`config.mk`:
```
export PLATFORM = sky130hd
export DESIGN_NAME = ahb_lite_eic_bridge_flat
export DESIGN_NICKNAME = d
export VERILOG_FILES = /design/src/rtl/ahb_lite_eic_bridge_pkg.sv /design/src/rtl/ahb_lite_eic_bridge_if.sv /design/src/rtl/ahb_lite_eic_bridge.sv /design/src/flat_wrapper.sv
export SDC_FILE = /design/constraint.sdc
export NUM_CORES = 1
export LEC_CHECK = 0
export CORE_MARGIN = 2
export CORE_UTILIZATION = 33
export DETAILED_ROUTE_END_ITERATION = 8
export GPL_ROUTABILITY_DRIVEN = 0
export PLACE_DENSITY = 0.94
export SETUP_SLACK_MARGIN = 0.02
export SLEW_MARGIN = 15
export SYNTH_ARGS = -nofsm -noshare
export SYNTH_HDL_FRONTEND = slang
export SYNTH_SLANG_ARGS = --single-unit
```
`constraint.sdc`:
```
create_clock -name HCLK -period 2.9 [get_ports HCLK]
set_clock_uncertainty 0.15 [all_clocks]
set_input_delay 0.29 -clock HCLK [delete_from_list [all_inputs] [get_ports HCLK]]
set_output_delay 0.29 -clock HCLK [all_outputs]
set_load 0.01 [all_outputs]
```
`src/rtl/ahb_lite_eic_bridge_pkg.sv`:
```
// Shared encodings and FSM state type for the AHB-Lite to EIC register bridge.
// Bus encodings follow AMBA AHB-Lite; state order is arbitrary.
package ahb_lite_eic_bridge_pkg;

    localparam int EIC_ADDR_WIDTH = 4;

    localparam logic [1:0] HTRANS_IDLE   = 2'b00;
    localparam logic [1:0] HTRANS_BUSY   = 2'b01;
    localparam logic [1:0] HTRANS_NONSEQ = 2'b10;
    localparam logic [1:0] HTRANS_SEQ    = 2'b11;

    localparam logic [2:0] HSIZE_WORD = 3'b010;

    localparam logic HRESP_OKAY  = 1'b0;
    localparam logic HRESP_ERROR = 1'b1;

    typedef enum logic [2:0] {
        ST_IDLE,
        ST_WRITE,
        ST_RD_WAIT,
        ST_RD_DONE,
        ST_ERR1,
        ST_ERR2
    } state_t;

endpackage

```
`src/rtl/ahb_lite_eic_bridge_if.sv`:
```
// AHB-Lite bus bundle between the decoder/master side and the bridge.
// slave modport is the bridge; master modport drives the transfers.
interface ahb_lite_eic_bridge_if;

    logic [31:0] HADDR;
    logic [2:0]  HBURST;
    logic        HSEL;
    logic [2:0]  HSIZE;
    logic [1:0]  HTRANS;
    logic [31:0] HWDATA;
    logic        HWRITE;
    logic [31:0] HRDATA;
    logic        HREADY;
    logic        HRESP;

    modport slave (
        input  HADDR, HBURST, HSEL, HSIZE, HTRANS, HWDATA, HWRITE,
        output HRDATA, HREADY, HRESP
    );

    modport master (
        output HADDR, HBURST, HSEL, HSIZE, HTRANS, HWDATA, HWRITE,
        input  HRDATA, HREADY, HRESP
    );

endinterface

```
`src/rtl/ahb_lite_eic_bridge.sv`:
```
// AHB-Lite slave in front of the EIC register port: zero-wait writes,
// one-wait reads, two-cycle ERROR for illegal transfers.
module ahb_lite_eic_bridge
    import ahb_lite_eic_bridge_pkg::*;
#(
    parameter int ADDR_WIDTH = EIC_ADDR_WIDTH,
    parameter int REG_COUNT  = 2 ** ADDR_WIDTH
) (
    input  logic                  HCLK,
    input  logic                  HRESETn,
    ahb_lite_eic_bridge_if.slave  ahb,
    output logic [ADDR_WIDTH-1:0] read_addr,
    input  logic [31:0]           read_data,
    output logic [ADDR_WIDTH-1:0] write_addr,
    output logic [31:0]           write_data,
    output logic                  write_enable
);

    state_t state, state_next;

    logic [ADDR_WIDTH-1:0] idx;
    logic [ADDR_WIDTH-1:0] rd_idx_q;
    logic [ADDR_WIDTH-1:0] wr_idx_q;
    logic [31:0]           hrdata_q;
    logic                  ready;
    logic                  accept;
    logic                  illegal;
    logic                  unused_bits;

    assign idx = ahb.HADDR[ADDR_WIDTH+1:2];

    assign illegal = (ahb.HSIZE != HSIZE_WORD)
                   || (ahb.HADDR[1:0] != 2'b00)
                   || (32'(idx) >= 32'(REG_COUNT));

    assign ready = (state == ST_IDLE) || (state == ST_WRITE)
                || (state == ST_RD_DONE) || (state == ST_ERR2);

    assign accept = ready && ahb.HSEL && ahb.HTRANS[1];

    always_comb begin
        state_next = ST_IDLE;
        unique case (state)
            ST_RD_WAIT: state_next = ST_RD_DONE;
            ST_ERR1:    state_next = ST_ERR2;
            default: begin
                if (!accept)
                    state_next = ST_IDLE;
                else if (illegal)
                    state_next = ST_ERR1;
                else if (ahb.HWRITE)
                    state_next = ST_WRITE;
                else
                    state_next = ST_RD_WAIT;
            end
        endcase
    end

    always_ff @(posedge HCLK or negedge HRESETn) begin
        if (!HRESETn) begin
            state    <= ST_IDLE;
            hrdata_q <= '0;
            rd_idx_q <= '0;
            wr_idx_q <= '0;
        end else begin
            state <= state_next;
            if (accept && !illegal) begin
                if (ahb.HWRITE)
                    wr_idx_q <= idx;
                else
                    rd_idx_q <= idx;
            end
            // eic read data is combinational from read_addr; capture it here
            if (state == ST_RD_WAIT)
                hrdata_q <= read_data;
        end
    end

    assign ahb.HRDATA = hrdata_q;
    assign ahb.HREADY = ready;
    assign ahb.HRESP  = (state == ST_ERR1 || state == ST_ERR2)
                      ? HRESP_ERROR : HRESP_OKAY;

    assign read_addr    = rd_idx_q;
    assign write_addr   = wr_idx_q;
    assign write_data   = ahb.HWDATA;
    assign write_enable = (state == ST_WRITE);

    assign unused_bits = ^{ahb.HBURST, ahb.HADDR[31:ADDR_WIDTH+2],
                           ahb.HTRANS[0]};

endmodule

```
`src/flat_wrapper.sv`:
```
// flat-port wrapper written by rule: the top's interface ports become plain ports
module ahb_lite_eic_bridge_flat import ahb_lite_eic_bridge_pkg::*;
#(
    parameter int ADDR_WIDTH = EIC_ADDR_WIDTH,
    parameter int REG_COUNT  = 2 ** ADDR_WIDTH
)
  (HCLK, HRESETn, read_addr, read_data, write_addr, write_data, write_enable, ahb_HADDR, ahb_HBURST, ahb_HSEL, ahb_HSIZE, ahb_HTRANS, ahb_HWDATA, ahb_HWRITE, ahb_HRDATA, ahb_HREADY, ahb_HRESP);
  ahb_lite_eic_bridge_if ahb_i ();
  input  logic HCLK;
  input  logic HRESETn;
  output logic [ADDR_WIDTH-1:0] read_addr;
  input  logic [31:0] read_data;
  output logic [ADDR_WIDTH-1:0] write_addr;
  output logic [31:0] write_data;
  output logic write_enable;
  input wire logic [$bits(ahb_i.HADDR)-1:0] ahb_HADDR;
  input wire logic [$bits(ahb_i.HBURST)-1:0] ahb_HBURST;
  input wire logic [$bits(ahb_i.HSEL)-1:0] ahb_HSEL;
  input wire logic [$bits(ahb_i.HSIZE)-1:0] ahb_HSIZE;
  input wire logic [$bits(ahb_i.HTRANS)-1:0] ahb_HTRANS;
  input wire logic [$bits(ahb_i.HWDATA)-1:0] ahb_HWDATA;
  input wire logic [$bits(ahb_i.HWRITE)-1:0] ahb_HWRITE;
  output wire logic [$bits(ahb_i.HRDATA)-1:0] ahb_HRDATA;
  output wire logic [$bits(ahb_i.HREADY)-1:0] ahb_HREADY;
  output wire logic [$bits(ahb_i.HRESP)-1:0] ahb_HRESP;
  assign ahb_i.HADDR = ahb_HADDR;
  assign ahb_i.HBURST = ahb_HBURST;
  assign ahb_i.HSEL = ahb_HSEL;
  assign ahb_i.HSIZE = ahb_HSIZE;
  assign ahb_i.HTRANS = ahb_HTRANS;
  assign ahb_i.HWDATA = ahb_HWDATA;
  assign ahb_i.HWRITE = ahb_HWRITE;
  assign ahb_HRDATA = ahb_i.HRDATA;
  assign ahb_HREADY = ahb_i.HREADY;
  assign ahb_HRESP = ahb_i.HRESP;
  ahb_lite_eic_bridge #(.ADDR_WIDTH(ADDR_WIDTH), .REG_COUNT(REG_COUNT)) u_core (.HCLK(HCLK), .HRESETn(HRESETn), .ahb(ahb_i), .read_addr(read_addr), .read_data(read_data), .write_addr(write_addr), .write_data(write_data), .write_enable(write_enable));
endmodule
```
==> impl_metrics.csv <==
group,metric,value,unit
place,place.detailed.hpwl,3.05,mm
synthesis,ys_async_sr_fraction,100,%
global_routing,track_usage,12.6,%
routing,drt_iter0_markers,20,
global_routing,grt_overflow,0,
synthesis,synth-edff-count,0,
floorplan,initial_core_util,33.6,%
routing,wl,4.00,mm
synthesis,synth_area,1950,sq um
timing,tns,0,ns
routing,vias,1272,
clock_tree,cts_resized,0,
synthesis,synth.yosys.seq_area_share,55.1,%
synthesis,yosysUniqueCellTypes,23,
synthesis,synth_nets,249,
synthesis,netlist.area_leader.share,55.1,%
critical_path,critical_path.max_fanout,7,
floorplan,die_area,6550,sq um
critical_path,worstRegToRegCells,4,
place,io_buffers,88,
clock_tree,cts_max_path_buffers,2,
global_routing,grt_max_degree,44,
cells_and_area,multi_input_area,608,sq um
synthesis,synth_seq_cells,43,
critical_path,cp-start-kind,"flip-flop",
cells_and_area,drive_gt1_share,28.1,%
clock_tree,cts_root_buf,"clkbuf_8",
clock_tree,clock-sinks,43,
routing,wl_per_cell,14.4,um
critical_path,worstPathArrival,1.66,ns
critical_path,cp_num_cells,4,
critical_path,crit_type,"flip-flop to primary output",
synthesis,netlist_instances,141,
critical_path,cp_cell_sequence,"inv_2, a21boi_1, nor2_1, clkdlybuf4s50_1",
cells_and_area,layout.nets,310,
floorplan,die-width,80.9,um
floorplan,coreArea,5820,sq um
timing,post-route-min-period,2.10,ns
routing,ant_nets,0,
critical_path,reg2reg_from,"u_core.state[1]",
routing,drc,0,
run_status,status,"finished, violations left",
cells_and_area,syn_to_final_growth,41.7,%
cells_and_area,fillCellCount,559,
pwr,peakVddDrop,0.343,mV
timing,hold_viol,38,
critical_path,cp-end-kind,"primary output",
hold_path,min_path_type,"input port to asynchronous set/reset pin",
cells_and_area,antenna_cells,0,
pwr,p_per_area,538,nW/um^2
timing,slew_violations,0,
job,maxCapViolations,0,
global_routing,antenna_found_initial,0,
global_routing,grt_pass1_wl,6.22,mm
global_routing,grt_pass1_vias,1392,
timing,finalCritPeriodShare,72.4,%
synthesis,synth_largest_area_cell,"dfrtp_1",
clock_tree,cts_buffers,5,
synthesis,yosys-top-cells-area,"dfrtp_1 (55%), mux2_2 (21%), buf_4 (12%)",
critical_path,slowest_delay,0.49,ns
clock_tree,hold_buffers,0,
timing,rsz0062_at_grt,"no",
clock_tree,cts_setup_buffers,0,
timing,whs,-0.0208,ns
pwr,p_leak,0.00125,uW
synthesis,ys_warn_count,0,
floorplan,io_pins,183,
routing,dr.pass1.iters,3,
critical_path,required,2.46,ns
clock_tree,htree_num_levels,2,
routing,via_per_inst,4.58,
synthesis,syn_area_per_cell,13.8,sq um
timing,worst_slew_pin_slew,0.926,ns
critical_path,path_delay_family,"buffers and inverters",
timing,fmax,0.476,GHz
synthesis,synthFlopType,"dfrtp_1",
clock_tree,clk_pin_slew,0.09,ns
clock_tree,clk_latency,0.28,ns
floorplan,die_h,80.9,um
cells_and_area,ff_latch_area,1080,sq um
run_status,violations,"hold timing",
timing,setup_viol,0,
critical_path,slowest_stage,"clkdlybuf4s50_1",
timing,relSlewSlack,38.2,%
critical_path,cp-startpoint,"u_core.state[1]",
critical_path,path_buf_inv,2,
floorplan,rows,28,
clock_tree,tritoncts,"yes",
flip-flops by register name (all words and copies together), names as in the netlist:
name               flops
u_core.state           3
u_core.write_addr      4
u_core.read_addr       4
u_core.ahb.HRDATA     32
layout make-up:
| cell class | instances | share of cell area (%) |
|---|---|---|
| clock inverter | 3 | 0.724 |
| tap | 75 | 3.39 |
| multi-input combinational | 60 | 22.0 |
| sequential | 43 | 38.9 |
| clock buffer | 5 | 2.49 |
| inverter | 2 | 0.271 |
| timing repair buffer | 90 | 32.2 |
synth_stat cells, types with 2 or more instances:
| master | number |
|---|---|
| buf_2 | 3 |
| buf_4 | 32 |
| dfrtp_1 | 43 |
| mux2_2 | 36 |
| mux2_4 | 4 |
| nand2b_1 | 2 |
| nor2_1 | 5 |
path summary, 6_finish.rpt:
check | end | slack (ns)
max in group asynchronous | u_core.ahb.HRDATA[14] | 2.04
min in group HCLK | u_core.ahb.HRDATA[27] | 0.36
min reg2reg | u_core.ahb.HRDATA[27] | 0.36
max reg2reg | u_core.read_addr[1] | 0.94
max | ahb_HREADY | 0.80
min | u_core.ahb.HRDATA[2] | -0.02
power by group:
part	switching (uW)	internal (uW)	total [uW]
sequential	56.6	672	729
combinational	133	257	390
clock	202	168	369
total	391	1100	1490
cell families (layout without fill, tap and decap cells):
kind of cell | count (synthesis) | count (layout) | share of synthesized area, %
compound gates | 5 | 5 | 1.99
buf+inv | 38 | 100 | 14.0
flops | 43 | 43 | 55.1
mux | 40 | 40 | 23.8
simple gates | 15 | 15 | 5.00
layer usage:
| metal | global-route usage (%) | vias up | share of wire [%] |
|---|---|---|---|
| met5 | 0 | - | 0 |
| met4 | 4.92 | 0 | 1.0 |
| met3 | 5.78 | 6 | 12 |
| met2 | 22.6 | 66 | 51 |
| met1 | 12.6 | 630 | 36 |
| li1 | - | 570 | - |
cells in the final DEF (no fill, tap or decap), drive strengths merged:
| cell type | synthesis | final |
|---|---|---|
| a21boi | 1 | 1 |
| a21oi | 1 | 1 |
| a221o | 1 | 1 |
| buf | 36 | 3 |
| clkbuf | 0 | 5 |
| clkdlybuf4s50 | 0 | 87 |
| clkinv | 0 | 1 |
| clkinvlp | 0 | 2 |
| dfrtp | 43 | 43 |
| inv | 2 | 2 |
| mux2 | 40 | 40 |
| nand2 | 1 | 1 |
| nand2b | 2 | 2 |
| nand4 | 1 | 1 |
| nor2 | 5 | 5 |
| nor2b | 1 | 1 |
| nor3 | 1 | 1 |
| nor3b | 1 | 1 |
| nor4 | 1 | 1 |
| o21ai | 1 | 1 |
| o22a | 1 | 1 |
| or2b | 1 | 1 |
| or4 | 1 | 1 |
through the flow:
step	instances	cell area [sq um]	total power (uW)	setup slack [ns]	util (%)
after detailed placement	270	2680	1140	0.557	46.0
final	278	2770	1490	0.801	47.5
after global routing	278	2770	1580	0.727	47.5
after floorplan	141	1950	918	1.13	-
after CTS	278	2770	1520	0.783	47.5
after global placement	270	2680	1120	0.555	46.0
No activity file was read; power rests on OpenSTA's default activity.
